<file path="config.mk">
export PLATFORM = sky130hd
export DESIGN_NAME = snake_move_scheduler
export DESIGN_NICKNAME = d
export VERILOG_FILES = /design/src/rtl/snake_move_scheduler.sv
export SDC_FILE = /design/constraint.sdc
export NUM_CORES = 1
export LEC_CHECK = 0
export ABC_AREA = 1
export CORE_MARGIN = 3
export CORE_UTILIZATION = 50
export DETAILED_ROUTE_END_ITERATION = 7
export PLACE_DENSITY = 0.72
export SYNTH_ARGS = -nofsm -noshare
export SYNTH_HDL_FRONTEND = slang
export SYNTH_SLANG_ARGS = --single-unit
export TNS_END_PERCENT = 100
</file>
<file path="constraint.sdc">
create_clock -name clk -period 4 [get_ports clk]
set_clock_uncertainty 0.05 [all_clocks]
set_input_delay 0.6 -clock clk [delete_from_list [all_inputs] [get_ports clk]]
set_output_delay 0.6 -clock clk [all_outputs]
set_load 0.03 [all_outputs]
</file>
<file path="src/rtl/snake_move_scheduler.sv">
// snake_move_scheduler
//
// Turns the four level-sensitive direction keys into a short queue of
// validated turn requests. Generates the periodic game tick. On each tick,
// commits at most one queued turn to the registered `direction` output.
//
// Optional feature: define SNAKE_SPEEDUP_EN to add the `grow` input. Each
// `grow` pulse shortens the tick period by SPEED_STEP, down to
// MIN_TICK_CYCLES. With the macro undefined, the period is the constant
// TICK_CYCLES.
//
// Parameters:
//   TICK_CYCLES     clock cycles per game move (>= 2)
//   QDEPTH          pending-turn queue depth (>= 1)
//   SPEED_STEP      period reduction per grow pulse (speed-up build only)
//   MIN_TICK_CYCLES period floor (speed-up build only)
//
// Ports:
//   clk        clock, all logic on posedge
//   reset      synchronous, active-high
//   in_right, in_down, in_left, in_up
//              key levels, already synchronized
//   pause      freezes the tick counter; keys are still queued
//   grow       one-cycle speed-up pulse (SNAKE_SPEEDUP_EN only)
//   direction  committed direction: right=00 down=01 left=10 up=11
//   step       one-cycle move pulse, aligned with the new direction
//   drop       one-cycle pulse when a valid turn is lost to overflow
//   pending    queue occupancy

module snake_move_scheduler #(
  parameter int unsigned TICK_CYCLES     = 25_000_000,
  parameter int unsigned QDEPTH          = 2,
  parameter int unsigned SPEED_STEP      = 1_000_000,
  parameter int unsigned MIN_TICK_CYCLES = 5_000_000
) (
  input  logic                         clk,
  input  logic                         reset,
  input  logic                         in_right,
  input  logic                         in_down,
  input  logic                         in_left,
  input  logic                         in_up,
  input  logic                         pause,
`ifdef SNAKE_SPEEDUP_EN
  input  logic                         grow,
`endif
  output logic [1:0]                   direction,
  output logic                         step,
  output logic                         drop,
  output logic [$clog2(QDEPTH+1)-1:0]  pending
);

  localparam int unsigned PendW = $clog2(QDEPTH + 1);
  localparam int unsigned CntW  = $clog2(TICK_CYCLES + 1);

  // Elaboration-time sanity checks on the configuration.
  if (TICK_CYCLES < 2) begin : g_bad_tick
    $error("TICK_CYCLES must be at least 2");
  end
  if (QDEPTH < 1) begin : g_bad_depth
    $error("QDEPTH must be at least 1");
  end
  if (MIN_TICK_CYCLES < 2 || SPEED_STEP < 1) begin : g_bad_speed
    $error("MIN_TICK_CYCLES must be >= 2 and SPEED_STEP >= 1");
  end

  // ---------------------------------------------------------------------------
  // Key edge detection
  // ---------------------------------------------------------------------------
  logic [3:0] keys;
  logic [3:0] prev_q;
  logic [3:0] rise;
  logic       req_vld;
  logic [1:0] req_dir;

  // Bit position equals the direction encoding.
  assign keys = {in_up, in_left, in_down, in_right};
  assign rise = keys & ~prev_q;

  // A request exists only for exactly one rising key; simultaneous rises
  // are ambiguous and are ignored.
  always_comb begin
    req_vld = 1'b1;
    req_dir = 2'b00;
    case (rise)
      4'b0001: req_dir = 2'b00;
      4'b0010: req_dir = 2'b01;
      4'b0100: req_dir = 2'b10;
      4'b1000: req_dir = 2'b11;
      default: req_vld = 1'b0;
    endcase
  end

  // ---------------------------------------------------------------------------
  // Tick counter and period
  // ---------------------------------------------------------------------------
  logic [CntW-1:0] count_q, count_d;
  logic [CntW-1:0] period;
  logic            tick;

`ifdef SNAKE_SPEEDUP_EN
  logic [CntW-1:0] period_q, period_d;

  always_comb begin
    period_d = period_q;
    if (grow) begin
      if (32'(period_q) >= MIN_TICK_CYCLES + SPEED_STEP) begin
        period_d = period_q - CntW'(SPEED_STEP);
      end else begin
        period_d = CntW'(MIN_TICK_CYCLES);
      end
    end
  end

  always_ff @(posedge clk) begin
    if (reset) begin
      period_q <= CntW'(TICK_CYCLES);
    end else begin
      period_q <= period_d;
    end
  end

  assign period = period_q;
`else
  assign period = CntW'(TICK_CYCLES);
`endif

  // ">=" rather than "==" so a count left beyond a freshly shortened period
  // still ticks on the next cycle instead of wrapping the whole counter.
  assign tick = !pause && (count_q >= period - CntW'(1));

  always_comb begin
    if (tick) begin
      count_d = '0;
    end else if (pause) begin
      count_d = count_q;
    end else begin
      count_d = count_q + CntW'(1);
    end
  end

  // ---------------------------------------------------------------------------
  // Pending-turn queue (shift register, entry 0 is the head)
  // ---------------------------------------------------------------------------
  logic [1:0]       queue_q [QDEPTH];
  logic [1:0]       queue_d [QDEPTH];
  logic [PendW-1:0] pending_q, pending_d;
  logic [PendW-1:0] wr_idx;
  logic [1:0]       dir_q, dir_d;
  logic [1:0]       tail_dir;
  logic [1:0]       ref_dir;
  logic             turn_ok;
  logic             full;
  logic             pop;
  logic             push;
  logic             drop_d;
  logic             step_q;
  logic             drop_q;

  always_comb begin
    tail_dir = 2'b00;
    for (int i = 0; i < int'(QDEPTH); i++) begin
      if (int'(pending_q) == i + 1) begin
        tail_dir = queue_q[i];
      end
    end
  end

  // Requests are validated against the last direction the snake will have
  // taken once everything already queued is applied.
  assign ref_dir = (pending_q != '0) ? tail_dir : dir_q;
  assign turn_ok = req_vld && (req_dir != ref_dir) && (req_dir != (ref_dir ^ 2'b10));
  assign full    = (pending_q == PendW'(QDEPTH));
  assign pop     = tick && (pending_q != '0);
  // A pop in the same cycle frees the slot that the push then takes.
  assign push    = turn_ok && (!full || pop);
  assign drop_d  = turn_ok && full && !pop;
  assign wr_idx  = pending_q - PendW'(pop);

  always_comb begin
    for (int i = 0; i < int'(QDEPTH); i++) begin
      queue_d[i] = queue_q[i];
    end
    if (pop) begin
      for (int i = 0; i < int'(QDEPTH) - 1; i++) begin
        queue_d[i] = queue_q[i + 1];
      end
    end
    if (push) begin
      for (int i = 0; i < int'(QDEPTH); i++) begin
        if (int'(wr_idx) == i) begin
          queue_d[i] = req_dir;
        end
      end
    end
  end

  always_comb begin
    pending_d = pending_q;
    case ({push, pop})
      2'b10:   pending_d = pending_q + PendW'(1);
      2'b01:   pending_d = pending_q - PendW'(1);
      default: pending_d = pending_q;
    endcase
  end

  assign dir_d = pop ? queue_q[0] : dir_q;

  // ---------------------------------------------------------------------------
  // State registers
  // ---------------------------------------------------------------------------
  always_ff @(posedge clk) begin
    if (reset) begin
      // Loading the live levels means a key held through reset is not a rise.
      prev_q    <= keys;
      pending_q <= '0;
      dir_q     <= 2'b00;
      count_q   <= '0;
      step_q    <= 1'b0;
      drop_q    <= 1'b0;
      for (int i = 0; i < int'(QDEPTH); i++) begin
        queue_q[i] <= 2'b00;
      end
    end else begin
      prev_q    <= keys;
      pending_q <= pending_d;
      dir_q     <= dir_d;
      count_q   <= count_d;
      step_q    <= tick;
      drop_q    <= drop_d;
      for (int i = 0; i < int'(QDEPTH); i++) begin
        queue_q[i] <= queue_d[i];
      end
    end
  end

  assign direction = dir_q;
  assign step      = step_q;
  assign drop      = drop_q;
  assign pending   = pending_q;

endmodule

</file>
* After elaboration in Yosys (flattened, before gate mapping)
Memory sizes are Yosys's and may differ from the RTL's.
Cells that the tools add are included.
** Storage, ports and cells
- Register bits :: 35
- Bits in writable memories :: 4
- Output and inout bits :: 6
- Word-level logic and storage cells :: 60
- Memories kept :: 1
** Operators by class
- Add/subtract/negate cells :: 4
- Magnitude comparators :: 1
- Equality and inequality tests :: 12
- Multiplexer cells :: 15
- Bitwise logic cells :: 5
- Reductions and logical operators :: 16
** Memory list
- queue_q :: words 2, bits a word 2, rd ports 2, clocked after Yosys merged registers in 0, write ports 2, RTL line 144 : logic [1:0] queue_q [QDEPTH];
** Operators with widths (count)
- $add 25x1->25 const B :: 1
- $ge 25x25->1 const B :: 1
- $mux 2 :: 8
- $eq 2x2->1 const B :: 5
- $logic_and 1x1->1 :: 7
- $pmux 2 s3 :: 1
- $and 4x4->4 :: 1
- $eq 4x1->1 const B :: 1
- $eq 4x2->1 const B :: 1
- $eq 4x3->1 const B :: 1
- $eq 4x4->1 const B :: 1
- $mux 1 :: 4
- $mux 4 :: 1
- $ne 2x2->1 :: 2
- $not 4->4 :: 1
- $pmux 2 s2 :: 1
- $reduce_bool 2->1 :: 2
- $reduce_or 4->1 :: 1
- $logic_not 1->1 :: 3
- $add 2x1->2 const B :: 1
- $eq 2x1->1 const B :: 1
- $logic_not 2->1 :: 1
- $or 1x1->1 :: 2
- $reduce_or 2->1 :: 1
- other kinds (4) :: 4

* Logic depth before layout (Yosys ltp)
Gate-level depths: netlist of run 1.
- Depth after elaboration :: 10
- Depth in mapped cells :: 16
- Depth with buffers taken out :: 16

* Least setup slack after synthesis of run 1
OpenSTA, ideal clock, no wires.
- Path type :: input -> register
- From :: input in_left
- To :: register pending_q[1] (netlist: pending[1])
- Library setup time :: 0.070 ns
- Data arrival time :: 2.044 ns
- Required time :: 3.880 ns
- Path slack :: 1.836 ns
- Stages :: 13
- Path buffers :: 0
- Cells stage by stage :: nand2_1 nand2_1 nor3b_1 nor2_1 nor2_1 nor2_4 nand2_1 ha_1 inv_1 nand2_1 nor2_1 o21ai_0 a21oi_1
** On the way
- Word-level cells in the longest chain between the ends :: 9
- Elaborated cells between the ends (all ways) :: 17
- Classes of those cells :: eq/ne (8); mux (3); bitwise (1); reduce/logical (5)
** Ends and longest elaborated chain
- start, declared :: RTL line 40 : input logic in_left,
- $and 4x4->4 (*) :: RTL line 77 : assign rise = keys & ~prev_q;
- $eq 4x4->1 (tied with other cells) :: RTL line 84 : case (rise)
- $pmux 2 s3 or $reduce_or 4->1 (tied branches)
- $ne 2x2->1 or $mux 1 (tied branches) :: RTL line 171, 84
- $logic_and 1x1->1 :: RTL line 171 : assign turn_ok = req_vld && (req_dir != ref_dir) && (req_dir != (ref_dir ^ 2'b10));
- $logic_and 1x1->1 (*) :: RTL line 171
- $logic_and 1x1->1 (*) :: RTL line 175 : assign push = turn_ok && (!full || pop);
- $eq 2x1->1 or $eq 2x2->1 (tied branches) :: RTL line 199 : case ({push, pop})
- $pmux 2 s2 or $reduce_bool 2->1 (tied branches)
- end signal, assigned :: RTL line 225 : pending_q <= pending_d;
- end, declared :: RTL line 146 : logic [PendW-1:0] pending_q, pending_d;
Every way passes the cells marked *; elsewhere a longest branch is shown, timed or not.
A chain may end at the register's enable or synchronous reset.

* Final worst setup path of run 1
- From :: input in_up
- To :: register pending_q[1] (netlist: pending[1])
** On the way
- Word-level cells in the longest chain between the ends :: 9
- Elaborated cells between the ends (all ways) :: 17
- Classes of those cells :: eq/ne (8); mux (3); bitwise (1); reduce/logical (5)
** Ends and longest elaborated chain
- start, declared :: RTL line 41 : input logic in_up,
- $and 4x4->4 (*) :: RTL line 77
- $eq 4x4->1 (tied with other cells) :: RTL line 84
- $pmux 2 s3 or $reduce_or 4->1 (tied branches)
- $ne 2x2->1 or $mux 1 (tied branches) :: RTL line 171, 84
- $logic_and 1x1->1 :: RTL line 171
- $logic_and 1x1->1 (*) :: RTL line 171
- $logic_and 1x1->1 (*) :: RTL line 175
- $eq 2x1->1 or $eq 2x2->1 (tied branches) :: RTL line 199
- $pmux 2 s2 or $reduce_bool 2->1 (tied branches)
Marks and branches as above.

==> results.ini, run 1 <==
[clock_network]
cts_resized=0
clock-sinks=39
clock-root-buffer=clkbuf_8
htreeDepth=2
cts_tree=done
path_clk_slew_ns=0.07
hold_buffers=0
numCtsBuffers=5
clk_latency_ns=0.29
clockBufferDepth=2
post_cts_buffers=0

[grt]
grt.busiest_layer=met2
grt_max_degree=27
track_usage_pct=16.9
antenna_found_initial=0
use_met1_pct=20.8
first_global_vias=1662
overflow=0
met2_usage_pct=28.0
met3_usage_pct=4.85
grt_pass1_wl_um=7010

[power]
power_uw=717
peakVddDrop_mv=0.185
pwr_density_cell_mw_per_mm2=296
leakage_uw=0.000971

[logic_synthesis]
netlist.area_leader.share_pct=35.8
ys_top_cells_by_area=dfxtp_1 (36%), nand2_1 (11%), nor2_1 (8.8%)
syn_nets=309
ys_types=31
ys.flop_type=dfxtp_1
netlist_instances=299
ys_ff_latch=39
ys.warnings.count=0
synth_edf_count=0
synth_top_area_cell=dfxtp_1
syn-cell-area_sq_mm=0.00218
synth_area_per_cell_sq_um=7.29
synth-async-reset-ratio_pct=0
ys_seq_area_share_pct=35.8

[worst_setup_path]
cp_cell_sequence=clkdlybuf4s50_1 > nand2_1 > nand2_1 > nor3b_1 > nor2_1 > nand2_1 > nand2_1 > nor2_4 > nand2_1 > ha_1 > inv_1 > nand2_1 > nor2_1 > o21ai_0 > a21oi_1
crit_fanout=4
cp.arrival_ns=2.63
max_stage_delay_ns=0.44
crit_required_ns=4.18
end_kind=flop
timing.critical_path.mode_cell=nand2_1
crit_path_start_kind=primary input
cp_slowest_cell=clkdlybuf4s50_1
crit_type=in2reg

[layout]
final_util_pct=58.8
areaGrowthSynthToFinish_pct=11.0
nNetsFinal=325
instances_no_fill=365
mostFrequentLayoutCells=nand2_1 (66), nor2_1 (51), dfxtp_1 (39), inv_1 (38), a21oi_1 (15)
drive_gt1_share_pct=13.7
fin_area_sq_mm=0.00242
diodes=0
final.fill_count=389
layout_commonest_cell=nand2_1

[job]
maxCapViolations=0

[sta]
tightestPinTransition_ns=0.379
finalWorstPathRequiredPeriod_ns=2.45
max-slew-margin-rel_pct=74.7
hold_viol=0
slew_viol_final=0
fmax_ghz=0.408
setup_violations=0
tns_ns=0
grt_setup_unrepaired=no
finalCritPeriodShare_pct=61.3

[placement]
placed_cell_area_sq_mm=0.00233
port_buffers=12
hpwl_um=2910
placed_cells=358
place_congestion=0.849

[routing]
antenna_left=0
routed_wirelength_um=3890
drtIter0Drc=77
dr_total_vias=1773
wl_per_cell_um=10.7
drc=0
avgViaCountPerCell=4.86
first_pass_iters=4

[floorplanning]
core_sq_mm=0.00412
die_h_um=72.0
start_util_pct=53.0
io_pins=13
die-area_sq_mm=0.00519
std_cell_rows=23
fp.dieW_um=72.0

[run_status]
status=finished clean

[worst_hold_path]
hold_class=reg2reg

[metal layers]
layer,up-vias,wire (um)
li1,974,-
met4,0,38
met2,15,1790
met5,-,0
met1,779,1930
met3,5,124
[cells in the mapped netlist, types with 2 or more instances]
library cell	count
xor2_1	12
dfxtp_1	39
nor2_1	51
nor3_2	3
buf_6	2
a21oi_1	15
o21a_1	2
inv_1	38
o21ai_0	5
nor3b_1	2
xnor2_1	2
nor2_4	7
nand3_2	5
inv_2	2
nand3_1	10
nand2_1	66
nand4_1	8
nor2_2	5
nand2_2	4
nand2_4	4
nor3_1	5
ha_1	3
[cell families (layout without fill, tap and decap cells)]
| family | Yosys count | after routing | synth area share, % |
|---|---|---|---|
| AOI/OAI and AO/OA | 25 | 25 | 6.43 |
| adders and majority gates | 3 | 3 | 1.72 |
| and+or+nand+nor | 175 | 175 | 42.1 |
| DFF | 39 | 39 | 35.8 |
| buffers and inverters | 43 | 59 | 8.27 |
| xor gates and xnor gates | 14 | 14 | 5.63 |
[power by group]
group	switching [uW]	internal (uW)
combinational	31.0	18.9
sequential	5.12	395
clock	132	135
[stage by stage]
| stage | setup slack [ns] | hold slack [ns] |
|---|---|---|
| floorplan | 1.84 | 0.383 |
| global placement | 1.29 | 0.405 |
| detailed placement | 1.21 | 0.407 |
| CTS | 1.53 | 0.419 |
| global route | 1.26 | 0.439 |
| finish | 1.55 | 0.419 |
[worst paths after layout]
path                                     from  slack, ns  depth (start not counted)             to
worst max-delay path                    in_up       1.55                         15     pending[1]
worst min-delay path            queue_q[0][3]       0.42                          2  queue_q[0][3]
worst max register to register     count_q[0]       1.71                         15  queue_q[0][0]
worst min register to register  queue_q[0][3]       0.42                          2  queue_q[0][3]
[worst max-delay path, delay by kind of cell]
family                     cells  cell delay (ns)
adders and majority gates      1             0.26
and+or+nand+nor               10             1.04
AOI/OAI and AO/OA              2             0.20
buffers and inverters          2             0.52
[flip-flops by register name (all words and copies together) (netlist names)]
name	flops
queue_q	4
direction	2
prev_q	4
count_q	25
drop	1
pending	2
step	1
[layout make-up]
type,count,area [sq um],area share (%)
multi-input cells,217,1220,50.4
flip-flops and latches,39,781,32.3
inverters,40,150,6.20
repair buffers,12,120,4.96
clock buffers,6,82.6,3.41
well taps,50,62.6,2.59
clock inverters,1,5.00,0.207
Note: power is estimated with default switching activity, not from simulation.
==> run 2: changes to the inputs <==
- clock period: 4 -> 2.5 ns (I/O delays scaled with it)
==> run 2 against run 1 <==
Compared with the run above:
- hold slack barely moved
- via count rose by 0.62%
- clock power rose by 58%
- power rose by 60%
- critical path depth rose by 1
- register-to-register slack got worse by 1.4 ns
- non-clock buffer count rose by 3
- die area did not move
- utilization rose by 0.67 points
- cell area rose by 1.1%
- critical path type is now reg2reg
- largest cell class unchanged
- largest power group unchanged
==> results.ini, run 2 (synthesis gave the netlist of run 1 again) <==
[run_status]
status=finished clean  ; unchanged

[placement]
post-place-ws_ns=-0.0565  ; was 1.21 ns
hpwl_um=2980  ; was 2910 um
port_buffers=12  ; unchanged
placed_cell_area_sq_mm=0.00235  ; was 0.00233 sq mm
place_congestion=0.820  ; was 0.849

[layout]
areaGrowthSynthToFinish_pct=12.3  ; was 11.0%
final.fill_count=412  ; was 389
diodes=0  ; unchanged
drive_gt1_share_pct=15.1  ; was 13.7%
layout_commonest_cell=nand2_1  ; unchanged
regMostFlops=count_q  ; unchanged
reg.largest.list=count_q (25), prev_q (4), queue_q (4)  ; unchanged
mostFrequentLayoutCells=nand2_1 (66), nor2_1 (50), dfxtp_1 (39), inv_1 (38), a21oi_1 (15)  ; was nand2_1 (66), nor2_1 (51), dfxtp_1 (39), inv_1 (38), a21oi_1 (15)
fin_area_sq_mm=0.00245  ; was 0.00242 sq mm
nNetsFinal=328  ; was 325
largest_reg_flops=25  ; unchanged

[clock_network]
clock-sinks=39  ; unchanged
clk_latency_ns=0.28  ; was 0.29 ns
htreeDepth=2  ; unchanged
clockBufferDepth=2  ; unchanged
clock-root-buffer=clkbuf_8  ; unchanged
numCtsBuffers=5  ; unchanged
cts_tree=done  ; unchanged
hold_buffers=0  ; unchanged
path_clk_slew_ns=0.07  ; about the same

[grt]
grt_max_degree=27  ; unchanged
overflow=0  ; unchanged
track_usage_pct=17.0  ; was 16.9%
grt_pass1_wl_um=7090  ; was 7010 um
first_global_vias=1697  ; was 1662
antenna_found_initial=0  ; unchanged

[routing]
drtIter0Drc=115  ; was 77
dr_total_vias=1784  ; was 1773
routed_wirelength_um=3970  ; was 3890 um
avgViaCountPerCell=4.85  ; was 4.86
first_pass_iters=4  ; unchanged
wl_per_cell_um=10.8  ; was 10.7 um
drc=0  ; unchanged
antenna_left=0  ; unchanged

[power]
pwr_density_cell_mw_per_mm2=469  ; was 296 mW/mm^2
pwr-share-comb_pct=7.3  ; was 7.0%
pwr-share-clk_pct=36.9  ; was 37.3%
cellInternalPower_uw=881  ; was 549 uW
power_frac_seq_pct=55.8  ; was 55.7%
power_uw=1150  ; was 717 uW
p_switching_uw=266  ; was 169 uW
leakage_uw=0.000982  ; was 0.000971 uW
peakVddDrop_mv=0.362  ; was 0.185 mV
p_sw_share_pct=23.2  ; was 23.5%

[worst_setup_path]
crit_fanout=4  ; unchanged
crit_type=reg2reg  ; was in2reg
max_stage_delay_ns=0.39  ; was 0.44 ns
cp_slowest_cell=dfxtp_1  ; was clkdlybuf4s50_1
crit_required_ns=2.67  ; was 4.18 ns
crit_path_start_kind=flop  ; was primary input
cp.arrival_ns=2.38  ; was 2.63 ns
cp_cell_sequence=ha_2 > inv_1 > nor2_1 > nand3_1 > nor2_1 > nand2_1 > nand3_2 > nand2_4 > nand2_4 > nand2_1 > ha_1 > inv_1 > nand2_1 > nor2_1 > o21ai_0 > a21oi_1  ; was clkdlybuf4s50_1 > nand2_1 > nand2_1 > nor3b_1 > nor2_1 > nand2_1 > nand2_1 > nor2_4 > nand2_1 > ha_1 > inv_1 > nand2_1 > nor2_1 > o21ai_0 > a21oi_1
cp_num_buf_inv=2  ; unchanged
cp_top_family=simple AND/OR/NAND/NOR gates  ; unchanged
end_kind=flop  ; unchanged

[floorplanning]
die_h_um=72.0  ; unchanged
fp.dieW_um=72.0  ; unchanged
std_cell_rows=23  ; unchanged
io_pins=13  ; unchanged
start_util_pct=53.0  ; unchanged
die-area_sq_mm=0.00519  ; unchanged
core_sq_mm=0.00412  ; unchanged

[worst_hold_path]
hold_class=reg2reg  ; unchanged

[sta]
holdWs_ns=0.419  ; about the same
finalWorstPathRequiredPeriod_ns=2.21
tightestPinTransition_ns=0.365  ; was 0.379 ns
tns_ns=0  ; unchanged
hold_viol=0  ; unchanged
max-slew-margin-rel_pct=75.6  ; was 74.7%
slew_viol_final=0  ; unchanged
setup_violations=0  ; unchanged
setup_slack_ns=0.295  ; was 1.55 ns
fmax_ghz=0.454
finalCritPeriodShare_pct=88.2

[job]
maxCapViolations=0  ; unchanged

==> run 2: cell count changes in the layout (fill, tap and decap cells not counted) <==
cell,change
buf_4,+3
ha_1,-1
ha_2,+1
nor2_1,-1
nor2_2,+1
==> run 2: path summary, 6_finish.rpt <==
check	start	slack [ns]	depth (start not counted)	end
worst max-delay path	count_q[0]	0.29	16	pending[1]
worst min-delay path	direction[0]	0.42	2	direction[0]
worst max register to register	count_q[0]	0.29	16	pending[1]
worst min register to register	direction[0]	0.42	2	direction[0]
==> run 2: worst reg2reg max path: stages, from the launching register on <==
cell and delay (ns):
dfxtp_1 0.39, ha_2 0.23, inv_1 0.04, nor2_1 0.10, nand3_1 0.08, nor2_1 0.11, nand2_1 0.07, nand3_2 0.12
nand2_4 0.09, nand2_4 0.09, nand2_1 0.06, ha_1 0.26, inv_1 0.08, nand2_1 0.05, nor2_1 0.11, o21ai_0 0.09
a21oi_1 0.12
==> run 2: layout make-up <==
| type | instances | area, sq um | area share (%) |
|---|---|---|---|
| clock buffer | 6 | 82.6 | 3.37 |
| clock inverter | 1 | 5.00 | 0.204 |
| inverter | 40 | 150 | 6.13 |
| multi-input combinational | 217 | 1220 | 50.0 |
| sequential | 39 | 781 | 31.9 |
| tap | 50 | 62.6 | 2.56 |
| timing repair buffer | 15 | 143 | 5.83 |
==> run 2: stage by stage <==
stage,instances,utilization [%]
global placement,361,57.2
floorplan,299,-
finish,368,59.5
CTS,368,59.3
global route,368,59.5
detailed placement,361,57.2
==> run 2: timing repair <==
action | in CTS | in global routing
setup endpoints to repair | 0 | 1
gates resized for setup | 0 | 2
buffers inserted | 0 | 0
==> run 2: power groups by stage <==
stage	clock, uW	combinational (uW)	sequential, uW
floorplan	0	56.2	655
global placement	0	82.2	654
detailed placement	0	83.6	654
CTS	440	84.0	640
global route	466	95.4	641
finish	423	83.8	640
==> run 2: per-layer routing <==
| layer | global-route usage, % | vias up | routed length, um |
|---|---|---|---|
| met1 | 19.9 | 786 | 1910 |
| met4 | 5.85 | 0 | 24 |
| met3 | 4.85 | 2 | 126 |
| li1 | - | 978 | - |
| met5 | 0 | - | 0 |
| met2 | 29.6 | 18 | 1910 |
==> run 3: changes to the inputs <==
- CORE_UTILIZATION: 50 -> 59
- GPL_ROUTABILITY_DRIVEN: unset -> 0
- PLACE_DENSITY: 0.72 -> 0.82
==> run 3 against run 2 <==
Compared with the run above:
- sequential power about the same
- cell count down 1.1%
- combinational power shrank 1%
- fmax decreased by 2.8%
- die area shrank 14%
- non-clock buffer count decreased by 1
- largest power group unchanged
==> results.ini, run 3 (synthesis gave the netlist of run 1 again) <==
[floorplanning]
die_h_um=66.8  ; was 72.0 um
std_cell_rows=21  ; was 23
die-area_sq_mm=0.00446  ; was 0.00519 sq mm
io_pins=13  ; unchanged
start_util_pct=63.3  ; was 53.0%
core_sq_mm=0.00344  ; was 0.00412 sq mm
fp.dieW_um=66.8  ; was 72.0 um

[clock_network]
post_cts_buffers=0  ; unchanged
htreeDepth=2  ; unchanged
clockBufferDepth=2  ; unchanged
hold_buffers=0  ; unchanged
clock-root-buffer=clkbuf_8  ; unchanged
cts_resized=0  ; unchanged
clock-sinks=39  ; unchanged
cts_tree=done  ; unchanged
numCtsBuffers=5  ; unchanged
clk_latency_ns=0.30  ; was 0.28 ns
path_clk_slew_ns=0.08  ; was 0.07 ns

[worst_setup_path]
crit_fanout=4  ; unchanged
rr_worst_depth=16  ; unchanged
cp_slowest_cell=dfxtp_1  ; unchanged
rr_endpoint=pending[1]  ; unchanged
crit_required_ns=2.68  ; was 2.67 ns
cp.depth=16  ; unchanged
cp.arrival_ns=2.45  ; was 2.38 ns
crit_path_start_kind=flop  ; unchanged
startpoint=count_q[0]  ; unchanged
cp_top_family=simple AND/OR/NAND/NOR gates  ; unchanged
cp_num_buf_inv=2  ; unchanged
rrSetupSlack_ns=0.23  ; was 0.29 ns
end_kind=flop  ; unchanged
reg2reg_from=count_q[0]  ; unchanged
max_stage_delay_ns=0.38  ; was 0.39 ns
critPathCapture=pending[1]  ; unchanged
cp_cell_sequence=ha_1 > inv_1 > nor2_1 > nand3_1 > nor2_1 > nand2_1 > nand3_2 > nand2_4 > nand2_4 > nand2_1 > ha_1 > inv_1 > nand2_1 > nor2_1 > o21ai_0 > a21oi_1  ; was ha_2 > inv_1 > nor2_1 > nand3_1 > nor2_1 > nand2_1 > nand3_2 > nand2_4 > nand2_4 > nand2_1 > ha_1 > inv_1 > nand2_1 > nor2_1 > o21ai_0 > a21oi_1
crit_type=reg2reg  ; unchanged

[placement]
placed_cells=356  ; was 361
hpwl_um=2890  ; was 2980 um
port_buffers=12  ; unchanged
placed_cell_area_sq_mm=0.00234  ; was 0.00235 sq mm

[sta]
setup_violations=0  ; unchanged
grt_setup_unrepaired=no
holdWs_ns=0.413  ; was 0.419 ns
finalCritPeriodShare_pct=90.8  ; was 88.2%
tightestPinTransition_ns=0.369  ; was 0.365 ns
finalWorstPathRequiredPeriod_ns=2.27  ; was 2.21 ns
max-slew-margin-rel_pct=75.4  ; was 75.6%
fmax_ghz=0.441  ; was 0.454 GHz
slew_viol_final=0  ; unchanged
tns_ns=0  ; unchanged
hold_viol=0  ; unchanged

[routing]
top_layer_used=met4  ; unchanged
wl_met1_um=1730  ; was 1910 um
avgViaCountPerCell=5.07  ; was 4.85
antenna_left=0  ; unchanged
wl_met2_um=1910  ; unchanged
drc=0  ; unchanged
wl_met3_um=131  ; was 126 um
first_pass_iters=4  ; unchanged
drtIter0Drc=130  ; was 115
wl_per_cell_um=10.5  ; was 10.8 um
dr_total_vias=1847  ; was 1784
routed_wirelength_um=3820  ; was 3970 um

[layout]
fin_area_sq_mm=0.00244  ; was 0.00245 sq mm
nNetsFinal=327  ; was 328
layout_commonest_cell=nand2_1  ; unchanged
regMostFlops=count_q  ; unchanged
mostFrequentLayoutCells=nand2_1 (66), nor2_1 (51), dfxtp_1 (39), inv_1 (38), a21oi_1 (15)  ; was nand2_1 (66), nor2_1 (50), dfxtp_1 (39), inv_1 (38), a21oi_1 (15)
largest_reg_flops=25  ; unchanged
areaGrowthSynthToFinish_pct=12.0  ; was 12.3%
final.fill_count=296  ; was 412
drive_gt1_share_pct=14.5  ; was 15.1%
diodes=0  ; unchanged
reg.largest.list=count_q (25), prev_q (4), queue_q (4)  ; unchanged
instances_no_fill=364  ; was 368

[grt]
grt_max_degree=27  ; unchanged
overflow=0  ; unchanged
first_global_vias=1680  ; was 1697
grt_pass1_wl_um=6760  ; was 7090 um
antenna_found_initial=0  ; unchanged
track_usage_pct=19.7  ; was 17.0%

[power]
pwr_density_cell_mw_per_mm2=481  ; was 469 mW/mm^2
power_uw=1170  ; was 1150 uW
power_frac_seq_pct=54.5  ; was 55.8%
leakage_uw=0.000981  ; was 0.000982 uW
pwr-share-clk_pct=38.4  ; was 36.9%
pwr-share-comb_pct=7.1  ; was 7.3%
peakVddDrop_mv=0.283  ; was 0.362 mV
p_switching_uw=285  ; was 266 uW
p_sw_share_pct=24.3  ; was 23.2%
cellInternalPower_uw=888  ; was 881 uW

[run_status]
status=finished clean  ; unchanged

[worst_hold_path]
hold_class=reg2reg  ; unchanged

[job]
maxCapViolations=0  ; unchanged

==> run 3: changes by cell type in the layout (fill, tap and decap cells not counted) <==
cell,previous run,this run
nor2_1,50,51
clkinvlp_4,0,1
ha_1,2,3
clkinv_2,1,0
nor2_2,6,5
clkinv_4,0,1
buf_4,3,2
ha_2,1,0
==> run 3: layout make-up <==
cell class	instances	area, sq um	area share, %
multi-input cells	217	1220	49.9
flip-flops and latches	39	781	32.0
inverters	40	150	6.15
repair buffers	14	135	5.54
clock buffers	6	82.6	3.38
well taps	46	57.6	2.36
clock inverters	2	16.3	0.666
==> run 3: how the worst min path moves through the flow <==
stage | to | slack [ns] | from | depth (start not counted)
after floorplan | prev_q[0] | 0.35 | in_right | 0
after global placement | queue_q[0][3] | 0.40 | queue_q[0][3] | 2
after detailed placement | queue_q[0][3] | 0.40 | queue_q[0][3] | 2
after CTS | queue_q[0][3] | 0.41 | queue_q[0][3] | 2
after global routing | direction[1] | 0.45 | direction[1] | 2
final | queue_q[0][3] | 0.41 | queue_q[0][3] | 2
==> run 3: tightest hold or removal path, delay by kind of cell (launching register included) <==
kind | cells | cell delay (ns)
AO/OA/AOI/OAI | 1 | 0.05
flip-flops | 1 | 0.31
AND/OR/NAND/NOR | 1 | 0.06
==> run 3: power by group through the flow <==
stage	Clock [uW]	Combinational (uW)	Sequential (uW)
2_1_floorplan	0	56.2	655
3_3_place_gp	0	80.1	654
3_5_place_dp	0	82.1	654
4_1_cts	466	83.5	640
5_1_grt	489	93.1	641
6_report	451	82.9	640
==> run 3: metal layers <==
layer / GRT usage, % / vias up
met3: 4.72 / 5
met4: 9.14 / 0
met2: 35.1 / 25
met5: 0 / -
li1: - / 983
met1: 21.9 / 834
==> run 3: through the flow <==
step / setup slack, ns / util [%]
floorplan: 0.352 / -
global placement: 0.0603 / 68.0
detailed placement: -0.0234 / 68.0
CTS: 0.199 / 70.9
global route: 0.00328 / 70.9
finish: 0.231 / 70.9
